[src/rtl/seq_mul_pkg.sv]
// Shared definitions for the sequential shift-add multiplier.
package seq_mul_pkg;

    // FSM state encoding
    localparam logic [1:0] IDLE = 2'd0;
    localparam logic [1:0] CALC = 2'd1;
    localparam logic [1:0] DONE = 2'd2;

    // Bits needed to hold values 0..value-1 (at least 1 bit)
    function automatic int clog2(input int value);
        int r;
        int v;
        r = 0;
        v = value - 1;
        while (v > 0) begin
            r = r + 1;
            v = v >> 1;
        end
        if (r == 0) begin
            r = 1;
        end
        return r;
    endfunction

endpackage

[src/rtl/mag_abs.sv]
// Splits an operand into unsigned magnitude and sign. In unsigned mode the
// operand passes through untouched. The most negative value maps to
// 2^(WIDTH-1), which still fits in WIDTH unsigned bits.
module mag_abs #(
    parameter int WIDTH = 8
) (
    input  logic [WIDTH-1:0] x,
    input  logic             signed_mode,
    output logic [WIDTH-1:0] mag,
    output logic             sgn
);

    // Sign only matters in signed mode; magnitude is the two's complement negate
    always_comb begin
        sgn = signed_mode & x[WIDTH-1];
        mag = sgn ? -x : x;
    end

endmodule

[src/rtl/seq_mul.sv]
// Sequential shift-add multiplier: one multiplier bit per clock, unsigned or
// two's-complement operands, start/busy/done handshake.
//
// state | meaning
// ------+-----------------------------------------------------------------
// IDLE  | waiting for start; operands, mode and sign captured on accept
// CALC  | WIDTH cycles, one partial product added per cycle
// DONE  | one cycle, done pulse, p holds the signed-corrected product
module seq_mul
    import seq_mul_pkg::*;
#(
    parameter int WIDTH = 8
) (
    input  logic                 clk,
    input  logic                 rst_n,
    input  logic                 start,
    input  logic                 signed_mode,
    input  logic [WIDTH-1:0]     a,
    input  logic [WIDTH-1:0]     b,
    output logic                 busy,
    output logic                 done,
    output logic [2*WIDTH-1:0]   p
);

    localparam int CW = clog2(WIDTH);
    localparam int PW = 2 * WIDTH;
    localparam logic [CW-1:0] LAST = CW'(WIDTH - 1);

    logic [1:0]       state;
    logic [1:0]       state_next;
    logic             busy_next;
    logic             done_next;

    logic [WIDTH-1:0] a_mag;
    logic [WIDTH-1:0] b_mag;
    logic             a_sgn;
    logic             b_sgn;

    logic [WIDTH-1:0] mag_a;
    logic [WIDTH-1:0] mag_b;
    logic             neg;
    logic [CW-1:0]    count;
    logic [PW-1:0]    acc;
    logic [PW-1:0]    addend;
    logic [PW-1:0]    acc_sum;

    mag_abs #(.WIDTH(WIDTH)) u_abs_a (
        .x           (a),
        .signed_mode (signed_mode),
        .mag         (a_mag),
        .sgn         (a_sgn)
    );

    mag_abs #(.WIDTH(WIDTH)) u_abs_b (
        .x           (b),
        .signed_mode (signed_mode),
        .mag         (b_mag),
        .sgn         (b_sgn)
    );

    // State register
    always_ff @(posedge clk or negedge rst_n) begin
        if (!rst_n) begin
            state <= IDLE;
        end else begin
            state <= state_next;
        end
    end

    // Next-state logic; start is only looked at in IDLE
    always_comb begin
        state_next = state;
        case (state)
            IDLE: if (start) state_next = CALC;
            CALC: if (count == LAST) state_next = DONE;
            DONE: state_next = IDLE;
            default: state_next = IDLE;
        endcase
    end

    // Output decode of the upcoming state, registered below so busy/done are glitch-free
    always_comb begin
        busy_next = (state_next != IDLE);
        done_next = (state_next == DONE);
    end

    // Registered handshake outputs
    always_ff @(posedge clk or negedge rst_n) begin
        if (!rst_n) begin
            busy <= 1'b0;
            done <= 1'b0;
        end else begin
            busy <= busy_next;
            done <= done_next;
        end
    end

    // Partial product for the current multiplier bit and the running sum
    always_comb begin
        addend = '0;
        if (mag_b[0]) begin
            addend = {{WIDTH{1'b0}}, mag_a} << count;
        end
        acc_sum = acc + addend;
    end

    // Datapath: operand capture, shift-add iterations, product register.
    // p is loaded from the final sum on the edge entering DONE so it is
    // already valid while done is high.
    always_ff @(posedge clk or negedge rst_n) begin
        if (!rst_n) begin
            mag_a <= '0;
            mag_b <= '0;
            neg   <= 1'b0;
            count <= '0;
            acc   <= '0;
            p     <= '0;
        end else begin
            case (state)
                IDLE: begin
                    if (start) begin
                        mag_a <= a_mag;
                        mag_b <= b_mag;
                        neg   <= a_sgn ^ b_sgn;
                        count <= '0;
                        acc   <= '0;
                    end
                end
                CALC: begin
                    acc   <= acc_sum;
                    mag_b <= mag_b >> 1;
                    count <= count + CW'(1);
                    if (count == LAST) begin
                        p <= neg ? -acc_sum : acc_sum;
                    end
                end
                default: begin
                end
            endcase
        end
    end

endmodule

[config.mk]
export PLATFORM = sky130hd
export DESIGN_NAME = seq_mul
export DESIGN_NICKNAME = d
export VERILOG_FILES = /design/src/rtl/seq_mul_pkg.sv /design/src/rtl/mag_abs.sv /design/src/rtl/seq_mul.sv
export SDC_FILE = /design/constraint.sdc
export NUM_CORES = 1
export LEC_CHECK = 0
export CELL_PAD_IN_SITES_DETAIL_PLACEMENT = 2
export CELL_PAD_IN_SITES_GLOBAL_PLACEMENT = 2
export CORE_MARGIN = 5
export CORE_UTILIZATION = 38
export DETAILED_ROUTE_END_ITERATION = 10
export PLACE_DENSITY = 0.94
export SLEW_MARGIN = 40
export SYNTH_ARGS = -nofsm -noshare
export SYNTH_HDL_FRONTEND = slang
export SYNTH_SLANG_ARGS = --single-unit
[constraint.sdc]
create_clock -name clk -period 9.1 [get_ports clk]
set_clock_uncertainty 0.15 [all_clocks]
set_input_delay 0.91 -clock clk [delete_from_list [all_inputs] [get_ports clk]]
set_output_delay 0.91 -clock clk [all_outputs]
set_load 0.03 [all_outputs]
Yosys cells after proc, flatten, opt, wreduce, memory -nomap -nowiden
Cells that the tools add are included.
W data, S select, Z words.

storage, ports and cells
  bits in registers = 56
  input bits = 20
  output and inout port bits = 18
  logic and storage cells = 41

operators by class
  add/subtract/negate cells = 5
  equality and inequality tests = 4
  shifts and indexed selects = 1
  muxes and demuxes = 13
  bitwise gates (word level) = 3
  reductions and logical operators = 6

operator list
  operator               number
  $mux W16               3
  $pmux W16 S2           1
  $mux W8                3
  $add A16 B16 Y16       1
  $neg A16 Y16           1
  $neg A8 Y8             2
  $pmux W8 S2            1
  $shl A8 B3 Y16         1
  $pmux W3 S2            1
  $reduce_and A2 Y1      3
  $mux W2                2
  $pmux W2 S2            1
  $reduce_bool A2 Y1     2
  $add A3 B1 Y3 const B  1
  $eq A3 B3 Y1 const B   1
  $mux W3                1
  $and A1 B1 Y1          2
  $eq A2 B1 Y1 const B   1
  $eq A2 B2 Y1 const B   1
  $logic_not A2 Y1       1
  $ne A2 B2 Y1 const B   1
  $xor A1 B1 Y1          1

Depth between registers and ports, before layout
Gate-level depths: netlist of the first run.

  word-level depth = 5
  depth in mapped cells = 17
  depth with buffers taken out = 15

By module
Synthesis of the first run repeated with hierarchy kept, for this count alone.

unflattened totals
  cell total of the unflattened synthesis = 422
  area, all modules = 3751.1 µm²

modules (own cells, without submodules)
  module   instances  cells each  area each (µm²)
  seq_mul  1          372         3443.3
  mag_abs  2          25          153.9

Worst setup path after synthesis of the first run
OpenSTA, ideal clock, no wires.

  kind = reg-to-reg
  start point = register count[1]
  end point = register p[14]
  arrival time = 3725 ps
  required time = 8821 ps
  path slack = 5096 ps
  cell stages (with the launch flop) = 18
  path buffers = 3
  clock period less this slack = 4004 ps
  cells stage by stage = dfrtp_1 > clkbuf_1 > clkbuf_1 > mux2i_1 > nand2_1 > o21ai_0 > nor2_1 > o21a_1 > ha_1 > buf_2 > a21o_1 > a2111oi_1 > a221o_2 > o21ai_1 > or4b_1 > o41ai_1 > xnor2_1 > o21ai_1

on the way
  longest elaborated chain between the ends = 5
  elaborated cells between the ends (all ways) = 7
  classes of those cells = 2 x add/sub; 1 x eq/ne; 1 x shift; 2 x mux; 1 x reduce/logical

ends and longest elaborated chain
  what                      RTL line        RTL
  start: declaration        seq_mul.sv:42   logic [CW-1:0] count;
  start signal: assignment  seq_mul.sv:132  count <= count + CW'(1);
  $shl A8 B3 Y16            seq_mul.sv:102  addend = {{WIDTH{1'b0}}, mag_a} << count;
  $mux W16                  seq_mul.sv:101  if (mag_b[0]) begin
  $add A16 B16 Y16          seq_mul.sv:104  acc_sum = acc + addend;
  $neg A16 Y16              seq_mul.sv:134  p <= neg ? -acc_sum : acc_sum;
  $mux W16                  seq_mul.sv:134
  end signal: assignment    seq_mul.sv:134
  end: declaration          seq_mul.sv:22   output logic [2*WIDTH-1:0] p

Parallel ways exist; a longest one is shown, timed or not.
A chain may end at the register's enable or synchronous reset.

Worst setup path in the final report of the first run
Same ends and word-level chain as after synthesis.

==> impl_metrics.env, run 1 <==
export IMPL_nets=519
export IMPL_cp_max_fo=15
export IMPL_peakVddDrop_uv=102
export IMPL_cts_buffers_inserted=5
export IMPL_rr_worst_depth=14
export IMPL_cts_sinks=56
export IMPL_drive_above_1_share=0.0585
export IMPL_fin_tns_setup_ns=0
export IMPL_ys_warn_count=0
export IMPL_cts_tree="yes"
export IMPL_comb_power_share=0.614
export IMPL_async_reset_ff_frac=1.00
export IMPL_hold_viol=0
export IMPL_gr_total_overflow=0
export IMPL_drc=0
export IMPL_netlist_cell_type_count=59
export IMPL_post_cts_buffers=0
export IMPL_crit_arrival_ns=4.96
export IMPL_max_cap_violations=0
export IMPL_hp_class="flip-flop to flip-flop"
export IMPL_ys_ff_latch=56
export IMPL_place_congestion=0.848
export IMPL_syn_to_final_growth_pct=14.9
export IMPL_grt_pass1_wl_mm=22.1
export IMPL_grt_max_degree=57
export IMPL_p_per_area_nw_per_um2=363
export IMPL_sequentialPowerShare=0.294
export IMPL_layout_setup_ws_ns=4.20
export IMPL_cts_buffer_depth=2
export IMPL_hold_worst_slack_ns=0.350
export IMPL_ctsHoldBuffers=0
export IMPL_fin_crit_ns=4.90
export IMPL_die_w_um=111
export IMPL_rsz0062_at_grt="false"
export IMPL_status="finished, final reports clean"
export IMPL_start_util=0.384
export IMPL_max_freq_ghz=0.204
export IMPL_seq_area_um2=1400
export IMPL_fp_coreArea_um2=10200
export IMPL_synthCells=455
export IMPL_clk_pin_slew_ns=0.11
export IMPL_antenna_cells=0
export IMPL_switching_share=0.522
export IMPL_routed_wl_mm=13.3
export IMPL_drtIter0Drc=171
export IMPL_rows=37
export IMPL_grt_antenna_before_repair=0
export IMPL_synth_net_count=496
export IMPL_root_buffer="clkbuf_8"
export IMPL_power_static_leakage_nw=1.97
export IMPL_clock_power_share=0.092
export IMPL_power_mw=1.63
export IMPL_synth_seq_area_share=0.358
export IMPL_htreeDepth=2
export IMPL_die_area_um2=12400
export IMPL_cts_resized_gates=0
export IMPL_clkLatencyLatePin_ns=0.33
export IMPL_worst_slew_pin_transition_ns=0.730
export IMPL_avgSynthCellArea_um2=8.60
export IMPL_dp_hpwl_mm=9.97
export IMPL_synth_top_flop_cell="dfrtp_1"
export IMPL_route_vias_total=3612
export IMPL_antenna_left=0
export IMPL_min_delay_path_depth=2
export IMPL_synth_edf_count=0
export IMPL_drv_slew=0
export IMPL_finalSetupViolations=0
export IMPL_p_int_uw=780
export IMPL_cp_end_kind="flip-flop"
export IMPL_path_class="flip-flop to flip-flop"
export IMPL_fp_dieH_um=111
export IMPL_mappedNetlistArea_um2=3910
export IMPL_maxSlewHeadroom=0.507
export IMPL_viasPerCell=5.87
export IMPL_nFillCells=1137
export IMPL_cp_start_kind="flip-flop"
export IMPL_power_switching_uw=851
export IMPL_dr_pass1_iters=4
export IMPL_grt_usage=0.218
export IMPL_dp_slack_ns=4.50
export IMPL_grt_pass1_vias=4091
export IMPL_finalCritPeriodShare=0.539
export IMPL_multi_input_area_um2=2390
export IMPL_wire_per_inst_um=21.5
export IMPL_portBuffers=37
export IMPL_pin_count=38
export IMPL_worstPathRequired_ns=9.16
final cells by class:
cell class,instances,share of cell area
multi-input cells,359,0.532
flip-flops and latches,56,0.312
repair buffers,38,0.0838
well taps,136,0.0379
clock buffers,6,0.0162
inverters,18,0.0150
clock inverters,2,0.00362
cells in the final DEF (no fill, tap or decap), drive strengths merged, types with 6 or more instances in the layout:
master,instances
nor2b,11
inv,18
nand2,52
a21oi,32
nor2,38
xnor2,15
dfrtp,56
xor2,24
clkdlybuf4s50,36
clkbuf,6
ha,20
o21ai,51
a22oi,7
nand3,9
mux2i,8
a22o,10
nor3,10
cells in the mapped netlist (2+ instances only):
| library cell | n | share of area |
|---|---|---|
| a22oi_1 | 7 | 0.013 |
| o31ai_1 | 4 | 0.0077 |
| and3_1 | 3 | 0.0048 |
| a22o_1 | 9 | 0.020 |
| o211a_1 | 2 | 0.0051 |
| dfrtp_1 | 56 | 0.36 |
| ha_1 | 20 | 0.064 |
| nand4_1 | 2 | 0.0032 |
| and2_1 | 4 | 0.0064 |
| nor2_1 | 38 | 0.036 |
| mux2_2 | 3 | 0.0086 |
| xnor2_1 | 15 | 0.034 |
| buf_2 | 3 | 0.0038 |
| o21bai_1 | 4 | 0.0077 |
| o311ai_0 | 2 | 0.0045 |
| o211ai_1 | 2 | 0.0038 |
| a31oi_1 | 2 | 0.0032 |
| nor4b_1 | 2 | 0.0045 |
| nor2b_1 | 11 | 0.018 |
| a2111oi_0 | 3 | 0.0067 |
| o41ai_1 | 3 | 0.0067 |
| or3_1 | 2 | 0.0032 |
| o21ai_0 | 45 | 0.058 |
| nand3_1 | 9 | 0.012 |
| o21ai_1 | 5 | 0.0064 |
| inv_1 | 18 | 0.017 |
| xor2_1 | 23 | 0.052 |
| o21a_1 | 2 | 0.0038 |
| nand2b_1 | 2 | 0.0032 |
| or2_2 | 2 | 0.0032 |
| nor3_1 | 10 | 0.013 |
| mux2i_1 | 8 | 0.020 |
| a21o_1 | 5 | 0.0096 |
| a21oi_1 | 32 | 0.041 |
| clkbuf_1 | 19 | 0.018 |
| nand2_1 | 52 | 0.050 |
| nor3b_1 | 4 | 0.0077 |
flip-flops by register name, summed over array words and instances, names as in the netlist:
signal	flops
acc	16
p	16
mag_a	8
mag_b	8
count	3
state	2
busy	1
done	1
neg	1
path summary, 6_finish.rpt:
| kind | slack (ns) | from | endpoint |
|---|---|---|---|
| max | 4.20 | count[1] | p[14] |
| min | 0.35 | p[11] | p[11] |
| max reg2reg | 4.20 | count[1] | p[14] |
| min reg2reg | 0.35 | p[11] | p[11] |
| max in group asynchronous | 7.93 | rst_n | mag_a[1] |
| min in group asynchronous | 0.46 | rst_n | acc[11] |
power by group through the flow:
stage | registers, mW | logic [mW] | clock network [mW]
after CTS | 0.478 | 1.00 | 0.151
after floorplan | 0.469 | 0.649 | 0
final | 0.479 | 1.00 | 0.150
after global routing | 0.496 | 1.09 | 0.162
after global placement | 0.463 | 0.890 | 0
after detailed placement | 0.482 | 0.976 | 0
layer usage:
layer / track usage / routed length, um
met1: 0.257 / 5460
met2: 0.417 / 7080
met3: 0.0277 / 431
met4: 0.0552 / 273
met5: 0 / 0
cells by family (layout without fill, tap and decap cells):
| family | Yosys count | count (layout) | share of synthesized area |
|---|---|---|---|
| buffers and inverters | 40 | 64 | 0.0393 |
| adder cells (fa/ha/maj) | 21 | 21 | 0.0691 |
| multiplexers | 11 | 11 | 0.0291 |
| flip-flops | 56 | 56 | 0.358 |
| XOR/XNOR | 39 | 39 | 0.0893 |
| AO/OA/AOI/OAI | 140 | 140 | 0.234 |
| AND/OR/NAND/NOR | 148 | 148 | 0.180 |
critical path, stage by stage, from the launching register on:
cell and delay, ns:
dfrtp_1 0.69, mux2i_1 0.34, nor2_1 0.08, a31oi_1 0.27, nand2_1 0.11, o211a_1 0.17, ha_1 0.35, a2111oi_0 0.46
o21ai_1 0.31, a211oi_1 0.45, o21ai_1 0.16, or4b_1 0.57, o41ai_1 0.42, xnor2_1 0.19, o21ai_1 0.08
stage by stage:
step	cell area (um^2)	cells	util
5_1_grt	4490	615	0.441
4_1_cts	4490	615	0.441
2_1_floorplan	3910	455	-
3_5_place_dp	4400	607	0.432
6_report	4490	615	0.441
3_3_place_gp	4380	607	0.430
Note: power is estimated with default switching activity, not from simulation.
==> run 2, diff against run 1 <==
Settings changed: CORE_UTILIZATION 38 to 35, PLACE_DENSITY 0.94 to 0.88.
Clock period 9.1 ns to 5.1 ns, I/O delays scaled along.
==> run 2 against run 1 <==
  * Count of clock-buffer cells in the layout down 1
  * Maximum frequency up 8.7%
  * Global-route usage down 2.7 points
  * Die area up 7.8%
  * First-iteration DRC count down 47%
  * Critical endpoint unchanged
  * Largest cell class unchanged
  * Highest routed layer unchanged
==> impl_metrics.env, run 2 (synthesized netlist as in run 1, its figures left out) <==
export IMPL_peakVddDrop_uv=228
export IMPL_fp_dieH_um=116
export IMPL_worst_slew_pin_transition_ns=0.775
export IMPL_pin_count=38
export IMPL_status="finished, final reports clean"
export IMPL_cp_max_fo=15
export IMPL_p_int_mw=1.43
export IMPL_path_common_cell="o21ai_1"
export IMPL_critical_path_cell_chain="mux2i_1 -> nor2_1 -> a31oi_1 -> nand2_1 -> o211a_1 -> ha_1 -> a2111oi_0 -> o21ai_1 -> a2111oi_2 -> and3b_1 -> or2_1 -> o41ai_1 -> xnor2_1 -> o21ai_1"
export IMPL_sequentialPowerShare=0.293
export IMPL_grt_pass1_vias=4000
export IMPL_switching_share=0.503
export IMPL_seq_area_um2=1400
export IMPL_route_vias_total=3477
export IMPL_gr_total_overflow=0
export IMPL_htreeDepth=2
export IMPL_dp_hpwl_mm=9.22
export IMPL_cts_buffer_depth=2
export IMPL_final_common_cell="dfrtp_1"
export IMPL_clk_pin_slew_ns=0.10
export IMPL_ctsHoldBuffers=0
export IMPL_grt_usage=0.191
export IMPL_rows=38
export IMPL_comb_power_share=0.605
export IMPL_power_static_leakage_nw=1.98
export IMPL_reg_top3="acc (16), p (16)"
export IMPL_fin_tns_setup_ns=0
export IMPL_crit_buf_inv=0
export IMPL_clock_power_share=0.103
export IMPL_p_per_area_nw_per_um2=639
export IMPL_routed_wl_mm=12.3
export IMPL_max_cap_violations=0
export IMPL_clkLatencyLatePin_ns=0.33
export IMPL_finalSetupViolations=0
export IMPL_antenna_cells=0
export IMPL_die_area_um2=13400
export IMPL_nets=519
export IMPL_cts_buffers_inserted=5
export IMPL_drive_above_1_share=0.0566
export IMPL_max_freq_ghz=0.222
export IMPL_hp_class="primary input to asynchronous set/reset pin"
export IMPL_multi_input_area_um2=2390
export IMPL_fin_crit_ns=4.51
export IMPL_maxSlewHeadroom=0.480
export IMPL_nFillCells=1211
export IMPL_cts_sinks=56
export IMPL_power_mw=2.88
export IMPL_worstPathRequired_ns=5.15
export IMPL_syn_to_final_growth_pct=15.3
export IMPL_grt_max_degree=57
export IMPL_finalCritPeriodShare=0.884
export IMPL_viasPerCell=5.64
export IMPL_start_util=0.359
export IMPL_root_buffer="clkbuf_8"
export IMPL_drtIter0Drc=90
export IMPL_fp_coreArea_um2=10900
export IMPL_crit_arrival_ns=4.56
export IMPL_cp_end_kind="flip-flop"
export IMPL_cp_start_kind="flip-flop"
export IMPL_power_switching_mw=1.45
export IMPL_layout_common_cells="56 x dfrtp_1, 51 x nand2_1, 45 x o21ai_0"
export IMPL_cts_resized_gates=0
export IMPL_hold_viol=0
export IMPL_drc=0
export IMPL_rsz0062_at_grt="false"
export IMPL_portBuffers=37
export IMPL_grt_pass1_wl_mm=20.3
export IMPL_crit_family="compound AO/OA/AOI/OAI gates"
export IMPL_path_class="flip-flop to flip-flop"
export IMPL_grt_antenna_before_repair=0
export IMPL_post_cts_buffers=0
export IMPL_cp_slowest_stage_delay_ns=0.70
export IMPL_cp_slowest_cell="dfrtp_1"
export IMPL_place_congestion=0.868
export IMPL_cts_tree="yes"
export IMPL_antenna_left=0
export IMPL_die_w_um=116
export IMPL_drv_slew=0
export IMPL_wire_per_inst_um=19.9
export IMPL_dr_pass1_iters=4
run 2: cell types whose count changed in the layout (fill, tap and decap cells not counted):
| cell | change |
|---|---|
| clkbuf_1 | -1 |
| bufinv_16 | +1 |
| clkinv_4 | -1 |
| clkinvlp_4 | -1 |
run 2: power groups by stage:
stage | registers [mW] | clock network (mW) | logic [mW]
finish | 0.843 | 0.296 | 1.74
floorplan | 0.837 | 0 | 1.16
detailed placement | 0.849 | 0 | 1.71
global route | 0.871 | 0.316 | 1.92
global placement | 0.827 | 0 | 1.60
CTS | 0.845 | 0.302 | 1.75
run 2: final timing paths:
path                            startpoint  depth (start not counted)       end  slack, ns
worst max-delay path              count[1]                         14     p[14]       0.59
worst min-delay path                 rst_n                          2   acc[11]       0.06
worst max register to register    count[1]                         14     p[14]       0.59
worst min register to register       p[11]                          2     p[11]       0.35
max in group asynchronous            rst_n                          2  mag_a[5]       4.33
min in group clk                     p[11]                          2     p[11]       0.35
run 2: per-stage QoR:
stage	utilization	hold WS (ns)	instance area (um^2)	instances	setup WS, ns
floorplan	-	0.0644	3910	455	1.10
finish	0.414	0.0611	4510	617	0.590
global placement	0.403	0.315	4380	611	0.832
global route	0.414	0.126	4510	617	0.319
detailed placement	0.405	0.333	4410	611	0.674
CTS	0.414	0.204	4500	617	0.608
run 2: layer usage:
layer	track usage	up-vias	routed length (um)	share of wire
met5	0	-	0	0
met4	0.0758	0	369	0.030
met3	0.0292	27	346	0.028
met2	0.357	63	6410	0.52
met1	0.218	1730	5140	0.42
li1	-	1657	-	-
run 2: area by class of cell:
cell class                 instances  area share
clock inverter                     1     0.00666
clock buffer                       5      0.0153
tap                              140      0.0389
sequential                        56       0.311
multi-input combinational        359       0.530
inverter                          18      0.0150
timing repair buffer              38      0.0835
